===== src/rtl/bist_reg_driver_pkg.sv =====
// ============================================================================
// Module      : bist_reg_driver_pkg
// Description : Shared constants and types for the BIST register-chain driver:
//               sequencer state encoding and default widths.
// Revision    : 1.0 - initial release
// ============================================================================
`default_nettype none

package bist_reg_driver_pkg;

  // Default BIST register width; the top derives N = width - 1 from it
  localparam int c_def_width = 16;

  // Width of the half-period counter (HALF is legal up to 255)
  localparam int c_half_cnt_w = 8;

  // Sequencer states, 3-bit encoding
  typedef enum logic [2:0] {
    ST_IDLE    = 3'd0,
    ST_CAPTURE = 3'd1,
    ST_SHIFT   = 3'd2,
    ST_UPDATE  = 3'd3,
    ST_DONE    = 3'd4
  } state_t;

endpackage

`default_nettype wire


===== src/rtl/bist_reg_driver_clk_pulse_gen.sv =====
// ============================================================================
// Module      : bist_clk_pulse_gen
// Description : Generates registered, glitch-free clock pulses (HALF cycles
//               low, then HALF cycles high) back to back while i_trig is
//               high. Flags the last low cycle (data sample point) and the
//               last high cycle (pulse complete).
// Revision    : 1.0 - initial release
// ============================================================================
`default_nettype none

module bist_clk_pulse_gen
  import bist_reg_driver_pkg::*;
#(
  parameter int HALF = 1
) (
  input  logic clk,
  input  logic rst,
  input  logic i_trig,
  output logic o_clk,
  output logic o_last_low,
  output logic o_pulse_done
);

  localparam logic [c_half_cnt_w-1:0] c_reload = c_half_cnt_w'(HALF - 1);

  logic                    r_high;
  logic [c_half_cnt_w-1:0] r_cnt;
  logic                    w_cnt_zero;

  assign w_cnt_zero = (r_cnt == '0);

  // Half-period counter and phase; idles low with a full reload so the first
  // pulse after a trigger always starts with a complete low half
  always_ff @(posedge clk or posedge rst) begin
    if (rst) begin
      r_high <= 1'b0;
      r_cnt  <= c_reload;
    end else if (!i_trig) begin
      r_high <= 1'b0;
      r_cnt  <= c_reload;
    end else if (w_cnt_zero) begin
      r_high <= ~r_high;
      r_cnt  <= c_reload;
    end else begin
      r_cnt  <= r_cnt - c_half_cnt_w'(1);
    end
  end

  // The generated clock is the phase flop itself, so it can never glitch
  assign o_clk        = r_high;
  assign o_last_low   = i_trig & ~r_high & w_cnt_zero;
  assign o_pulse_done = i_trig &  r_high & w_cnt_zero;

endmodule

`default_nettype wire


===== src/rtl/bist_reg_driver.sv =====
// ============================================================================
// Module      : bist_reg_driver
// Description : Initiator-side sequencer for the BIST scan register chain.
//               Per request runs one DR scan (capture, shift N+1 bits LSB
//               first, update) and collects the chain's serial output into a
//               parallel read word. N must be at least 1.
// Revision    : 1.0 - initial release
// ============================================================================
`default_nettype none

module bist_reg_driver
  import bist_reg_driver_pkg::*;
#(
  parameter int N    = c_def_width - 1,
  parameter int HALF = 1
) (
  input  logic       Sys_clk,
  input  logic       Test_Log_Res,
  input  logic       Start,
  input  logic [N:0] Wr_data,
  output logic [N:0] Rd_data,
  output logic       Busy,
  output logic       Done,
  output logic       Shift_DR,
  output logic       Shift_in,
  input  logic       Shift_out,
  output logic       BIST_Sh_t_clk,
  output logic       BIST_Com_t_clk
);

  localparam int              c_bw       = (N > 0) ? $clog2(N + 1) : 1;
  localparam logic [c_bw-1:0] c_last_bit = c_bw'(N);

  state_t          r_state;
  logic [N:0]      r_sr;
  logic [N:0]      r_rd;
  logic [N:0]      w_sr_next;
  logic [c_bw-1:0] r_bit;
  logic            r_busy;
  logic            r_done;
  logic            r_shift_dr;
  logic            r_shift_in;

  logic            w_sh_trig;
  logic            w_com_trig;
  logic            w_sh_last_low;
  logic            w_sh_done;
  logic            w_com_done;
  logic            w_com_last_low_unused;

  // The shift clock runs continuously through capture and all shift bits;
  // the update clock only during UPDATE
  assign w_sh_trig  = (r_state == ST_CAPTURE) || (r_state == ST_SHIFT);
  assign w_com_trig = (r_state == ST_UPDATE);
  assign w_sr_next  = r_sr >> 1;

  bist_clk_pulse_gen #(.HALF(HALF)) u_sh_clk (
    .clk          (Sys_clk),
    .rst          (Test_Log_Res),
    .i_trig       (w_sh_trig),
    .o_clk        (BIST_Sh_t_clk),
    .o_last_low   (w_sh_last_low),
    .o_pulse_done (w_sh_done)
  );

  bist_clk_pulse_gen #(.HALF(HALF)) u_com_clk (
    .clk          (Sys_clk),
    .rst          (Test_Log_Res),
    .i_trig       (w_com_trig),
    .o_clk        (BIST_Com_t_clk),
    .o_last_low   (w_com_last_low_unused),
    .o_pulse_done (w_com_done)
  );

  // Scan sequencer; Shift_in/Shift_DR only change on a pulse_done edge, i.e.
  // exactly when the shift clock returns low
  always_ff @(posedge Sys_clk or posedge Test_Log_Res) begin
    if (Test_Log_Res) begin
      r_state    <= ST_IDLE;
      r_sr       <= '0;
      r_rd       <= '0;
      r_bit      <= '0;
      r_busy     <= 1'b0;
      r_done     <= 1'b0;
      r_shift_dr <= 1'b0;
      r_shift_in <= 1'b0;
    end else begin
      r_done <= 1'b0;
      case (r_state)
        ST_IDLE: begin
          if (Start) begin
            r_sr    <= Wr_data;
            r_bit   <= '0;
            r_busy  <= 1'b1;
            r_state <= ST_CAPTURE;
          end
        end
        ST_CAPTURE: begin
          if (w_sh_done) begin
            r_shift_dr <= 1'b1;
            r_shift_in <= r_sr[0];
            r_state    <= ST_SHIFT;
          end
        end
        ST_SHIFT: begin
          // Bit k lands in Rd_data[k] after N+1 right shifts
          if (w_sh_last_low) begin
            r_rd <= {Shift_out, r_rd[N:1]};
          end
          if (w_sh_done) begin
            if (r_bit == c_last_bit) begin
              r_shift_dr <= 1'b0;
              r_shift_in <= 1'b0;
              r_state    <= ST_UPDATE;
            end else begin
              r_bit      <= r_bit + c_bw'(1);
              r_sr       <= w_sr_next;
              r_shift_in <= w_sr_next[0];
            end
          end
        end
        ST_UPDATE: begin
          if (w_com_done) begin
            r_done  <= 1'b1;
            r_state <= ST_DONE;
          end
        end
        ST_DONE: begin
          r_busy  <= 1'b0;
          r_state <= ST_IDLE;
        end
        default: begin
          r_state <= ST_IDLE;
        end
      endcase
    end
  end

  assign Rd_data  = r_rd;
  assign Busy     = r_busy;
  assign Done     = r_done;
  assign Shift_DR = r_shift_dr;
  assign Shift_in = r_shift_in;

endmodule

`default_nettype wire


===== config.mk =====
export PLATFORM = sky130hd
export DESIGN_NAME = bist_reg_driver
export DESIGN_NICKNAME = d
export VERILOG_FILES = /design/src/rtl/bist_reg_driver_pkg.sv /design/src/rtl/bist_reg_driver_clk_pulse_gen.sv /design/src/rtl/bist_reg_driver.sv
export SDC_FILE = /design/constraint.sdc
export NUM_CORES = 1
export LEC_CHECK = 0
export CAP_MARGIN = 10
export CELL_PAD_IN_SITES_DETAIL_PLACEMENT = 2
export CELL_PAD_IN_SITES_GLOBAL_PLACEMENT = 2
export CORE_MARGIN = 2
export CORE_UTILIZATION = 36
export CTS_CLUSTER_SIZE = 10
export DETAILED_ROUTE_END_ITERATION = 10
export HOLD_SLACK_MARGIN = 0.15
export PLACE_DENSITY_LB_ADDON = 0.1
export SYNTH_ARGS = -nofsm -noshare
export SYNTH_HDL_FRONTEND = slang
export SYNTH_SLANG_ARGS = --single-unit

===== constraint.sdc =====
create_clock -name Sys_clk -period 2.7 [get_ports Sys_clk]
set_clock_uncertainty 0.1 [all_clocks]
set_input_delay 0.405 -clock Sys_clk [delete_from_list [all_inputs] [get_ports Sys_clk]]
set_output_delay 0.405 -clock Sys_clk [all_outputs]
set_load 0.1 [all_outputs]

; After elaboration in Yosys (flattened, before gate mapping)
; Cells that the tools add are included.
; W data, S select, Z words.
[totals]
inputBits = 20
reg_bits = 61
out_inout_bits = 22
wordCells = 83
[op_classes]
n_reduce_logical = 13
n_addsub = 3
mux = 34
n_eq_ne = 13
bitwise_logic = 8
[op_table]
columns = op, count
row1 = $mux W16, 3
row2 = $mux W8, 4
row3 = $pmux W16 S2, 1
row4 = $logic_not A8 Y1, 2
row5 = $sub A8 B1 Y8 const B, 2
row6 = $mux W3, 5
row7 = $mux W1, 13
row8 = $mux W4, 3
row9 = $pmux W3 S4, 1
row10 = $ne A2 B2 Y1 const B, 5
row11 = $pmux W4 S2, 1
row12 = $reduce_and A4 Y1, 2
row13 = $and A1 B1 Y1, 6
row14 = $eq A3 B2 Y1 const B, 2
row15 = $ne A2 B1 Y1 const B, 3
row16 = $pmux W1 S2, 3
row17 = $reduce_bool A2 Y1, 3
row18 = $reduce_and A5 Y1, 1
row19 = $add A4 B1 Y4 const B, 1
row20 = $eq A4 B4 Y1 const B, 1
row21 = $reduce_and A2 Y1, 2
row22 = $eq A3 B1 Y1 const B, 1
row23 = $eq A3 B3 Y1 const B, 1
row24 = $logic_not A3 Y1, 1
row25 = other kinds (3), 4

; Depth between registers and ports, before layout
; Gate-level depths: netlist of run 1.
[logic_depth]
word_depth = 6
ltp_mapped = 8
depth_no_buf = 6

; By module
; Synthesis of run 1 repeated with hierarchy kept, for this count alone.
[hier_totals]
cells_unflattened = 249
hier_area_um2 = 3084.2
[modules_own_cells]
columns = module, area_per_inst_um2, seq_area_each_um2, instances, cells_per_inst
row1 = bist_reg_driver, 2083.2, 1076.0, 1, 151
row2 = bist_clk_pulse_gen, 500.5, 225.2, 2, 49

; Least setup slack after synthesis of run 1
; Ideal clock, no wire load.
[synth_timing]
path_kind = reg2reg
startpoint = register u_sh_clk.r_high (netlist: u_sh_clk.o_clk)
endpoint = register r_sr[0]
stages_incl_launch_ff = 7
setup_ns = 0.126
path_buffers = 2
synth_period_minus_slack_ns = 2.563
arrival_time_ns = 2.337
required_time_ns = 2.474
path_slack_ns = 0.137
cell_sequence = dfrtp_1 > nor4bb_1 > and2_2 > buf_2 > o22ai_2 > buf_2 > a221o_1
[synth_between]
elab_chain_len = 4
[synth_lines]
columns = element, line
row1 = "start, declared", bist_reg_driver_clk_pulse_gen.sv:26  ; logic r_high;
row2 = "start signal, assigned", bist_reg_driver_clk_pulse_gen.sv:42  ; r_high <= ~r_high;
row3 = $and A1 B1 Y1 (2 in series), bist_reg_driver_clk_pulse_gen.sv:52  ; assign o_pulse_done = i_trig & r_high & w_cnt_zero;
row4 = $ne A2 B1 Y1 (no source line), -
row5 = $reduce_and A4 Y1 (no source line), -
row6 = "end signal, assigned", bist_reg_driver.sv:92  ; r_sr <= Wr_data;
row7 = "end signal, assigned", bist_reg_driver.sv:117  ; r_sr <= w_sr_next;
row8 = "end, declared", bist_reg_driver.sv:35  ; logic [N:0] r_sr;
; No other way between the ends.
; A chain may end at the register's enable or synchronous reset.

; Final worst setup path of run 1
[layout_timing]
startpoint = register u_sh_clk.r_cnt[0]
endpoint = register r_sr[1]
[layout_between]
elab_chain_len = 4
[layout_lines]
columns = element, line
row1 = "start, declared", bist_reg_driver_clk_pulse_gen.sv:27  ; logic [c_half_cnt_w-1:0] r_cnt;
row2 = "start signal, assigned", bist_reg_driver_clk_pulse_gen.sv:37  ; r_cnt <= c_reload;
row3 = "start signal, assigned", bist_reg_driver_clk_pulse_gen.sv:40  ; r_cnt <= c_reload;
row4 = "start signal, assigned", bist_reg_driver_clk_pulse_gen.sv:43  ; r_cnt <= c_reload;
row5 = $logic_not A8 Y1, bist_reg_driver_clk_pulse_gen.sv:30  ; assign w_cnt_zero = (r_cnt == '0);
row6 = $and A1 B1 Y1, bist_reg_driver_clk_pulse_gen.sv:52
row7 = $ne A2 B1 Y1 (no source line), -
row8 = $reduce_and A4 Y1 (no source line), -
; No other way between the ends.

==> impl_metrics.tcl, run 1 <==
set metrics [dict create \
    portBuffers 41 \
    finalSetupViolCount 0 \
    ys_seq_area_frac 0.540 \
    cp_num_buf_inv 1 \
    place_hpwl_um 4260 \
    synth.most_common_cell "dfrtp_1" \
    startpoint_type "register" \
    htreeDepth 3 \
    fin_nets 310 \
    grt_pass1_wl_um 10600 \
    path_cells "inv_1, ha_1, nor4bb_1, and2_2, o22ai_2, a221o_1" \
    cts_resized 0 \
    ys_types 44 \
    worstReg2RegEnd "r_sr[1]$_DFFE_PP0P_" \
    postCtsSetupBuffers 0 \
    p_leak_nw 1.77 \
    ys.warnings.count 0 \
    slowest_delay_ns 0.44 \
    yosysTopAreaCellShare 0.540 \
    antenna_found_initial 0 \
    synthTopCellsByArea "dfrtp_1 (54%), a221o_1 (5.3%), mux2_4 (5.3%)" \
    coreArea_um2 7690 \
    path_delay_family "compound AO/OA/AOI/OAI gates" \
    rsz0062_at_grt "no" \
    routed_via_density 5.14 \
    hp-class "in2async" \
    worst_pin_slew_ns 0.751 \
    yosys.area.top_type "dfrtp_1" \
    drcViolationCount 0 \
    cp_slowest_cell "a221o_1" \
    gr-total-overflow 0 \
    drv_slew 0 \
    postSynthAreaPerCell_um2 12.0 \
    first_pass_iters 6 \
    grt_start_max_net_pins 41 \
    postRouteAntennaNets 0 \
    cts_tree "yes" \
    cts.clk_slew.worst_paths_ns 0.07 \
    ys_async_sr_fraction 1.00 \
    ys.flop_type "dfrtp_1" \
    netlist_area_um2 2830 \
    endpoint_kind "register" \
    die_x_um 92.6 \
    r2r_start "u_sh_clk.r_cnt[0]$_DFF_PP0_" \
    ctsHoldBuffers 0 \
    ir_drop_mv 0.373 \
    outcome "finished clean" \
    clk_path_buf_depth 2 \
    grt_usage 0.161 \
    fp-row-count 32 \
    totalNegativeSetupSlack_ns 0 \
    clock.fmax_mhz 427 \
    drive_above_1_share 0.238 \
    fill_cells 784 \
    placed_area_um2 3310 \
    maxCapViolations 0 \
    wl_per_cell_um 15.5 \
    cts-root-buf "clkbuf_8" \
    diodes 0 \
    globalplace.congestion 0.767 \
    required_ns 2.81 \
    hold_viol_final 0 \
    synth_nets 261 \
    crit_fanout 17 \
    ios 42 \
    cts_sinks 61 \
    synthCells 236 \
    vias 2015 \
    r2r_slack_ns 0.36 \
    ys_ff_latch 61 \
    cp.arrival_ns 2.46 \
    syn2layout_area_growth_pct 25.0 \
    placed_cells 376 \
    max_slew_margin 0.500 \
    synth_common_cells "dfrtp_1 (61), nor2_1 (29), and2_1 (17), a221o_1 (15), mux2_4 (10)" \
    grt_pass1_vias 2138 \
    hold_slack_ns 0.325 \
    critical_path_class "reg2reg" \
    power.density_nw_per_um2 1220 \
    period_needed_ns 2.34 \
    cts_buffers 9 \
    start_util 0.368 \
    drtIter0Drc 35 \
    r2r_cells 6 \
    die_area_um2 8580 \
    insertion_delay_ns 0.33 \
    synth-edff-count 0 \
    die_h_um 92.6 \
    fin_crit_sh 0.868 \
    stdcell_count 392 \
    post-route-util 0.460 \
    stdcell_area_um2 3530 \
    wl_um 6060 \
]
==> cell usage in the layout (no fill, tap or decap), types with 3 or more instances in the layout <==
cell type / n
and2_1: 17
nand3_1: 4
xnor2_1: 6
nor3_1: 5
a22o_1: 3
clkbuf_8: 11
buf_4: 28
a21oi_1: 5
mux2_4: 10
nand2_1: 9
clkdlybuf4s50_1: 19
nor4_1: 3
dfrtp_1: 61
mux2_2: 9
a221o_1: 15
xor2_1: 7
ha_1: 5
nand4_1: 3
inv_1: 7
nor2_1: 29
==> flip-flops by register name, indices dropped and copies added (netlist names) <==
name / flops
Busy: 1
Done: 1
Rd_data: 16
Shift_DR: 1
Shift_in: 1
r_bit: 4
r_sr: 16
r_state: 3
u_com_clk.o_clk: 1
u_com_clk.r_cnt: 8
u_sh_clk.o_clk: 1
u_sh_clk.r_cnt: 8
==> stage by stage <==
step                      total power (W)  setup slack (ns)
after detailed placement          0.00342             0.385
after floorplan                   0.00299             0.137
after CTS                         0.00438             0.352
final                             0.00430             0.357
after global routing              0.00456            0.0875
after global placement            0.00337             0.498
==> layer usage <==
layer,routed length [um],global-route usage
met5,0,0
met4,138,0.0760
met3,200,0.0415
met2,2930,0.258
met1,2790,0.204
==> where the power goes <==
group,internal [W],total [W],switching (W)
Clock,0.000568,0.000924,0.000356
Combinational,0.000654,0.00200,0.00135
Sequential,0.00117,0.00138,0.000209
Total,0.00239,0.00430,0.00191
==> worst register-to-register path: stages, from the launching register on <==
cell,delay [ns]
dfrtp_1,0.43
inv_1,0.10
ha_1,0.24
nor4bb_1,0.37
and2_2,0.28
o22ai_2,0.27
a221o_1,0.44
==> worst max-delay path by stage <==
stage,cells past startpoint,slack (ns),start,end
after floorplan,6,0.14,u_sh_clk.o_clk$_DFFE_PP0P_,r_sr[0]$_DFFE_PP0P_
after global placement,4,0.50,Start,r_sr[2]$_DFFE_PP0P_
after detailed placement,6,0.38,u_sh_clk.r_cnt[0]$_DFF_PP0_,r_sr[12]$_DFFE_PP0P_
after CTS,6,0.35,u_sh_clk.r_cnt[0]$_DFF_PP0_,r_sr[12]$_DFFE_PP0P_
after global routing,6,0.09,u_sh_clk.r_cnt[0]$_DFF_PP0_,r_sr[1]$_DFFE_PP0P_
final,6,0.36,u_sh_clk.r_cnt[0]$_DFF_PP0_,r_sr[1]$_DFFE_PP0P_
==> logic make-up after synthesis <==
group,synth area share
muxes,0.0925
xor gates and xnor gates,0.0403
and+or+nand+nor,0.165
buffers and inverters,0.0345
DFF,0.540
adders and majority gates,0.0221
AOI/OAI and AO/OA,0.105
==> cell type report <==
class | instances | area, um^2 | share of cell area
Inverter | 8 | 30.0 | 0.00850
Sequential cell | 61 | 1530 | 0.432
Timing Repair Buffer | 48 | 420 | 0.119
Multi-Input combinational cell | 157 | 1200 | 0.341
Clock buffer | 12 | 155 | 0.0439
Clock inverter | 4 | 70.1 | 0.0198
Tap cell | 102 | 128 | 0.0361
No activity file was read; power rests on OpenSTA's default activity.
==> run 2, diff against run 1 <==
--- a/config.mk
+++ b/config.mk
@@ -5,11 +5,12 @@
 export SDC_FILE = /design/constraint.sdc
 export NUM_CORES = 1
 export LEC_CHECK = 0
+export ABC_AREA = 1
 export CAP_MARGIN = 10
 export CELL_PAD_IN_SITES_DETAIL_PLACEMENT = 2
 export CELL_PAD_IN_SITES_GLOBAL_PLACEMENT = 2
 export CORE_MARGIN = 2
-export CORE_UTILIZATION = 36
+export CORE_UTILIZATION = 33
 export CTS_CLUSTER_SIZE = 10
 export DETAILED_ROUTE_END_ITERATION = 10
 export HOLD_SLACK_MARGIN = 0.15
==> impl_metrics.tcl, run 2 <==
set metrics [dict create \
    totalNegativeSetupSlack_ns 0 \
    hold_viol_final 0 \
    p_comb_frac 0.459 \
    ios 42 \
    layout_commonest_cell "nand2_1" \
    multi_input_area_um2 1250 \
    synthCells 358 \
    stdcell_count 520 \
    wl_per_cell_um 13.9 \
    portBuffers 41 \
    drive_above_1_share 0.222 \
    power.density_nw_per_um2 1090 \
    path_cells "inv_1, ha_1, inv_1, nor2_1, nand3_2, nand2_2, nand2_4, nor2_1, a21oi_1" \
    diodes 0 \
    ys_async_sr_fraction 1.00 \
    hold_slack_ns 0.305 \
    routed_via_density 4.67 \
    fin_crit_sh 0.733 \
    endpoint_kind "register" \
    ir_drop_mv 0.360 \
    synth_nets 383 \
    startpoint_type "register" \
    grt_start_max_net_pins 43 \
    ys_seq_area_frac 0.502 \
    outcome "finished clean" \
    pwr-share-seq 0.323 \
    netlist_area_um2 3040 \
    gr-total-overflow 0 \
    yosysTopAreaCellShare 0.502 \
    finalSetupViolCount 0 \
    worst_pin_slew_ns 0.464 \
    period_needed_ns 1.98 \
    clock_power_share 0.219 \
    drv_slew 0 \
    synthTopCellsByArea "dfrtp_1 (50%), nand2_1 (13%), inv_1 (4.9%)" \
    maxCapViolations 0 \
    cts_resized 0 \
    vias 2430 \
    swShare 0.470 \
    ys.warnings.count 0 \
    postCtsSetupBuffers 0 \
    insertion_delay_ns 0.33 \
    max_slew_margin 0.691 \
    cts-root-buf "clkbuf_8" \
    r2r_cells 9 \
    seqCellArea_um2 1530 \
    cts_sinks 61 \
    placed_cells 504 \
    cp.arrival_ns 2.08 \
    critical_path_class "reg2reg" \
    synth_common_cells "nand2_1 (106), dfrtp_1 (61), inv_1 (40), nor2_1 (26), nand3_1 (23)" \
    ys_types 29 \
    coreArea_um2 9060 \
    grt_pass1_vias 2516 \
    ys.flop_type "dfrtp_1" \
    hp-class "in2async" \
    ys_ff_latch 61 \
    path_depth 9 \
    postSynthAreaPerCell_um2 8.49 \
    grt_usage 0.157 \
    yosys.area.top_type "dfrtp_1" \
    fill_cells 1026 \
    htreeDepth 3 \
    cp_num_buf_inv 2 \
    clock.fmax_mhz 505 \
    globalplace.congestion 0.694 \
    fp-row-count 35 \
    postRouteAntennaNets 0 \
    antenna_found_initial 0 \
    required_ns 2.80 \
    drcViolationCount 0 \
    place_hpwl_um 5150 \
    synth.most_common_cell "nand2_1" \
    die_h_um 99.9 \
    start_util 0.335 \
    first_pass_iters 4 \
    wl_um 7210 \
    cts_tree "yes" \
    path_delay_family "simple AND/OR/NAND/NOR gates" \
    p_sw_w 0.00189 \
    mostFrequentLayoutCells "nand2_1 (106), dfrtp_1 (61), inv_1 (39), nor2_1 (26), buf_4 (26)" \
    crit_fanout 26 \
    cts.clk_slew.worst_paths_ns 0.07 \
    p_leak_nw 1.92 \
    cts_buffers 9 \
    rsz0062_at_grt "no" \
    synth-edff-count 0 \
    syn2layout_area_growth_pct 21.6 \
    ctsHoldBuffers 0 \
    fin_nets 429 \
    drtIter0Drc 33 \
    slowest_delay_ns 0.40 \
    fin_total_pwr_w 0.00402 \
    cp_slowest_cell "dfrtp_1" \
    clk_path_buf_depth 2 \
    grt_pass1_wl_um 12300 \
    die_x_um 99.9 \
    internal-power_w 0.00213 \
    die_area_um2 9990 \
]
## run 2: worst reg2reg max path, delay by kind of cell, from the launching register on
family | cells | cell delay [ns]
and+or+nand+nor | 5 | 1.02
DFF | 1 | 0.40
AOI/OAI and AO/OA | 1 | 0.05
buffers and inverters | 2 | 0.13
adders and majority gates | 1 | 0.16
## run 2: path summary, 6_finish.rpt
check | from | end | slack, ns
min | Test_Log_Res | u_sh_clk.r_cnt[3]$_DFF_PP0_ | 0.31
max in group asynchronous | Test_Log_Res | r_sr[12]$_DFFE_PP0P_ | 1.61
min in group Sys_clk | u_com_clk.r_cnt[0]$_DFF_PP0_ | u_com_clk.r_cnt[0]$_DFF_PP0_ | 0.36
max reg2reg | u_sh_clk.r_cnt[0]$_DFF_PP0_ | r_sr[0]$_DFFE_PP0P_ | 0.72
max | u_sh_clk.r_cnt[0]$_DFF_PP0_ | r_sr[0]$_DFFE_PP0P_ | 0.72
min reg2reg | u_com_clk.r_cnt[0]$_DFF_PP0_ | u_com_clk.r_cnt[0]$_DFF_PP0_ | 0.36
## run 2: through the flow
stage / instance area [um^2] / worst slack [ns] / utilization
after floorplan: 3040 / 0.682 / -
after global placement: 3490 / 0.802 / 0.385
after detailed placement: 3490 / 0.703 / 0.385
after CTS: 3690 / 0.676 / 0.408
after global routing: 3690 / 0.449 / 0.408
final: 3690 / 0.722 / 0.408
## run 2: area by class of cell
type	count	area share
clock buffers	11	0.0356
clock inverters	5	0.0203
inverters	45	0.0457
multi-input cells	241	0.338
flip-flops and latches	61	0.413
well taps	111	0.0376
repair buffers	46	0.110
## run 2: cells by family after synthesis
family | Yosys count | synth area share
and+or+nand+nor | 187 | 0.278
AOI/OAI and AO/OA | 41 | 0.0898
xor gates and xnor gates | 8 | 0.0231
DFF | 61 | 0.502
adders and majority gates | 5 | 0.0206
buffers and inverters | 56 | 0.0865
## run 2: layer usage
metal,global-route usage,up-vias,share of wire
met2,0.255,31,0.47
met4,0.0632,0,0.015
met5,0,-,0
li1,-,1198,-
met1,0.213,1193,0.49
met3,0.0230,8,0.028
## run 2: power groups by stage
stage	combinational [W]	clock (W)	sequential, W
2_1_floorplan	0.000964	0	0.00185
3_3_place_gp	0.00184	0	0.00131
3_5_place_dp	0.00188	0	0.00132
4_1_cts	0.00189	0.000913	0.00130
5_1_grt	0.00204	0.000950	0.00133
6_report	0.00185	0.000880	0.00130
==> RTL change (config.mk and constraints of run 2) <==
Register the output `Rd_data` once more; this adds one clock of latency there. The other outputs are not delayed to match.
--- a/src/rtl/bist_reg_driver.sv
+++ b/src/rtl/bist_reg_driver.sv
@@ -137,5 +137,7 @@
   end
 
-  assign Rd_data  = r_rd;
+  always_ff @(posedge Sys_clk) begin
+    Rd_data <= r_rd;
+  end
   assign Busy     = r_busy;
   assign Done     = r_done;
Formal check against the unedited RTL: not equivalent (Yosys sat finds a counterexample within 10 cycles, from zero or initial values).
==> RTL change against run 2 <==
Wire length fell by 7.5%. Worst hold slack got worse by 0.033 ns. Final area rose by 2.1%. Non-clock buffer count fell by 2. Area after synthesis rose by 2.8%. Power rose by 8.7%. Sequential cell count rose by 16. Fmax fell by 13%. Largest cell class unchanged. Setup slack got worse by 0.28 ns.
==> RTL change: results (changes against run 2) <==
==============================================================================
Status .......................................................... finished clean
IO Port Bufs ....................................................           41   unchanged
Worst-case clock buffer depth ...................................            2   unchanged
Largest net degree at the start of global routing ...............           40   -7.0%
Signal arrival time at the worst endpoint .......................      2.37 ns   +0.29 ns
Post-synth top area share .......................................        0.489   -0.0135
Met3 routed WL ..................................................       251 um   +25%
Start point of the critical path ................................ r_state[2]$_DFFE_PP0P_
Clock-pin slew on the worst setup and hold paths ................      0.09 ns   +0.02 ns
Routed length on met1 ...........................................      3.21 mm   -8.4%
Top cells by instance count after synthesis ..................... sky130_fd_sc_hd__dfrtp_1 (61), sky130_fd_sc_hd__nand2_1 (49), sky130_fd_sc_hd__nor2_1 (26), sky130_fd_sc_hd__inv_1 (19), sky130_fd_sc_hd__dfxtp_1 (16)
Top layer in use ................................................         met4
Fraction of layout instances using a drive strength above 1 .....        0.207   -0.0155
Synth async-reset ratio .........................................        0.792   -0.208
Net switching power of the design ...............................      2.05 mW   +8.2%
Final weighted congestion in routability-driven placement .......        0.747   +7.5%
Fraction of met1 tracks used by global routing ..................        0.189   -0.0235
Met3 global-route usage .........................................       0.0338   +0.0108
Post-layout net count ...........................................          363   -15%
Net count of the mapped netlist .................................          315   -18%
End of the worst register-to-register path ...................... r_sr[15]$_DFFE_PP0P_
Number of different library cells in the post-synthesis netlist .           32   +10%
Leading register cell type out of synthesis ..................... sky130_fd_sc_hd__dfrtp_1
Setup TNS .......................................................         0 ns   unchanged
Seq/Total Area, Yosys ...........................................        0.592   +0.0891
HP Class ........................................................   reg -> reg
Number of global-route vias before repair .......................         2287   -9.1%
Drt initial violations ..........................................           25   -24%
Maximum fanout count along the critical path ....................           39   +50%
Critical Setup Path Class .......................................   reg -> reg
Global-route wire length before repair ..........................      11.2 mm   -9.6%
Instance area at placement ......................................    3590 um^2   +3.0%
Reg2Reg Setup Slack .............................................      0.44 ns   -0.28 ns
Worst VDD drop ..................................................   0.000745 V   +110%
Num CTS Buffers .................................................            9   unchanged
Max transition margin ...........................................        0.568   -0.122
Global Route Usage Sum ..........................................        0.139   -0.0181
Filler Cells Inserted ...........................................         1019   -0.68%
Total number of vias ............................................         2138   -12%
Latest clock arrival within the worst-skew pair .................      0.34 ns
Area contributors post-synth .................................... sky130_fd_sc_hd__dfrtp_1 (49%), sky130_fd_sc_hd__dfxtp_1 (10%), sky130_fd_sc_hd__nand2_1 (5.9%)
Initial antenna violation count .................................            0   unchanged
Static leakage ..................................................      1.93 nW   +0.78%
Global-route met2 utilization ...................................        0.219   -0.0361
Total Routed Length .............................................      6.67 mm   -7.5%
Depth of the most critical reg-to-reg path ......................           10   +1
CTS H-tree lvls .................................................            3   unchanged
HPWL Detailed ...................................................      4.84 mm   -6.0%
Total met2 wirelength after detailed routing ....................      3.14 mm   -7.6%
Post_cts resized ................................................            0   unchanged
==============================================================================
-- RTL change: changes by cell type after synthesis, sizes merged, moves of 13 or more --
cell / delta
nand2: -71
mux2: +14
dfxtp: +16
mux2i: +14
inv: -24
nand3: -13
-- RTL change: logic make-up after synthesis --
logic type      synth area share
compound gates            0.0561
xor+xnor                  0.0281
fa+ha+maj                 0.0200
buf+inv                   0.0441
flops                      0.592
mux                       0.0954
simple gates               0.165
-- RTL change: final cells by class --
| class | instances | area (um^2) | share of cell area |
|---|---|---|---|
| Clock buffer | 9 | 124 | 0.0328 |
| Clock inverter | 7 | 55.1 | 0.0146 |
| Inverter | 21 | 81.3 | 0.0216 |
| Multi-Input combinational cell | 185 | 1140 | 0.301 |
| Sequential cell | 77 | 1850 | 0.489 |
| Tap cell | 111 | 139 | 0.0368 |
| Timing Repair Buffer | 44 | 390 | 0.103 |
-- RTL change: per-stage QoR --
stage	hold slack [ns]	utilization	worst slack (ns)	std cells	power (mW)
final	0.272	0.410	0.437	454	4.37
after detailed placement	0.258	0.391	0.401	438	3.61
after floorplan	0.242	-	0.595	290	3.24
after global routing	0.289	0.410	0.138	454	4.67
after CTS	0.280	0.410	0.371	454	4.45
after global placement	0.249	0.391	0.482	438	3.57
-- RTL change: worst min path at each step --
stage                              from            endpoint  slack [ns]  cells past startpoint
global route        r_rd[0]$_DFFE_PP0P_  Rd_data[0]$_DFF_P_        0.29                      0
floorplan           r_rd[0]$_DFFE_PP0P_  Rd_data[0]$_DFF_P_        0.24                      0
global placement    r_rd[0]$_DFFE_PP0P_  Rd_data[0]$_DFF_P_        0.25                      0
CTS                 r_rd[0]$_DFFE_PP0P_  Rd_data[0]$_DFF_P_        0.28                      0
detailed placement  r_rd[0]$_DFFE_PP0P_  Rd_data[0]$_DFF_P_        0.26                      0
finish              r_rd[0]$_DFFE_PP0P_  Rd_data[0]$_DFF_P_        0.27                      0
-- RTL change: critical path, cell delays in order (launching register included) --
cell and delay, ns:
sky130_fd_sc_hd__dfrtp_1 0.45, sky130_fd_sc_hd__nor2_2 0.17, sky130_fd_sc_hd__nand2_2 0.25, sky130_fd_sc_hd__nand2_4 0.21, sky130_fd_sc_hd__nand3_4 0.12, sky130_fd_sc_hd__nand2_4 0.10
sky130_fd_sc_hd__nand2_4 0.05, sky130_fd_sc_hd__inv_4 0.06, sky130_fd_sc_hd__nand2_2 0.36, sky130_fd_sc_hd__nand2_1 0.17, sky130_fd_sc_hd__o21ai_0 0.10
-- RTL change: power groups by stage --
stage	Clock, mW	Sequential, mW	Combinational (mW)
after floorplan	0	2.33	0.908
after global placement	0	1.67	1.90
after detailed placement	0	1.68	1.94
after CTS	0.848	1.66	1.94
after global routing	0.895	1.70	2.08
final	0.817	1.65	1.90
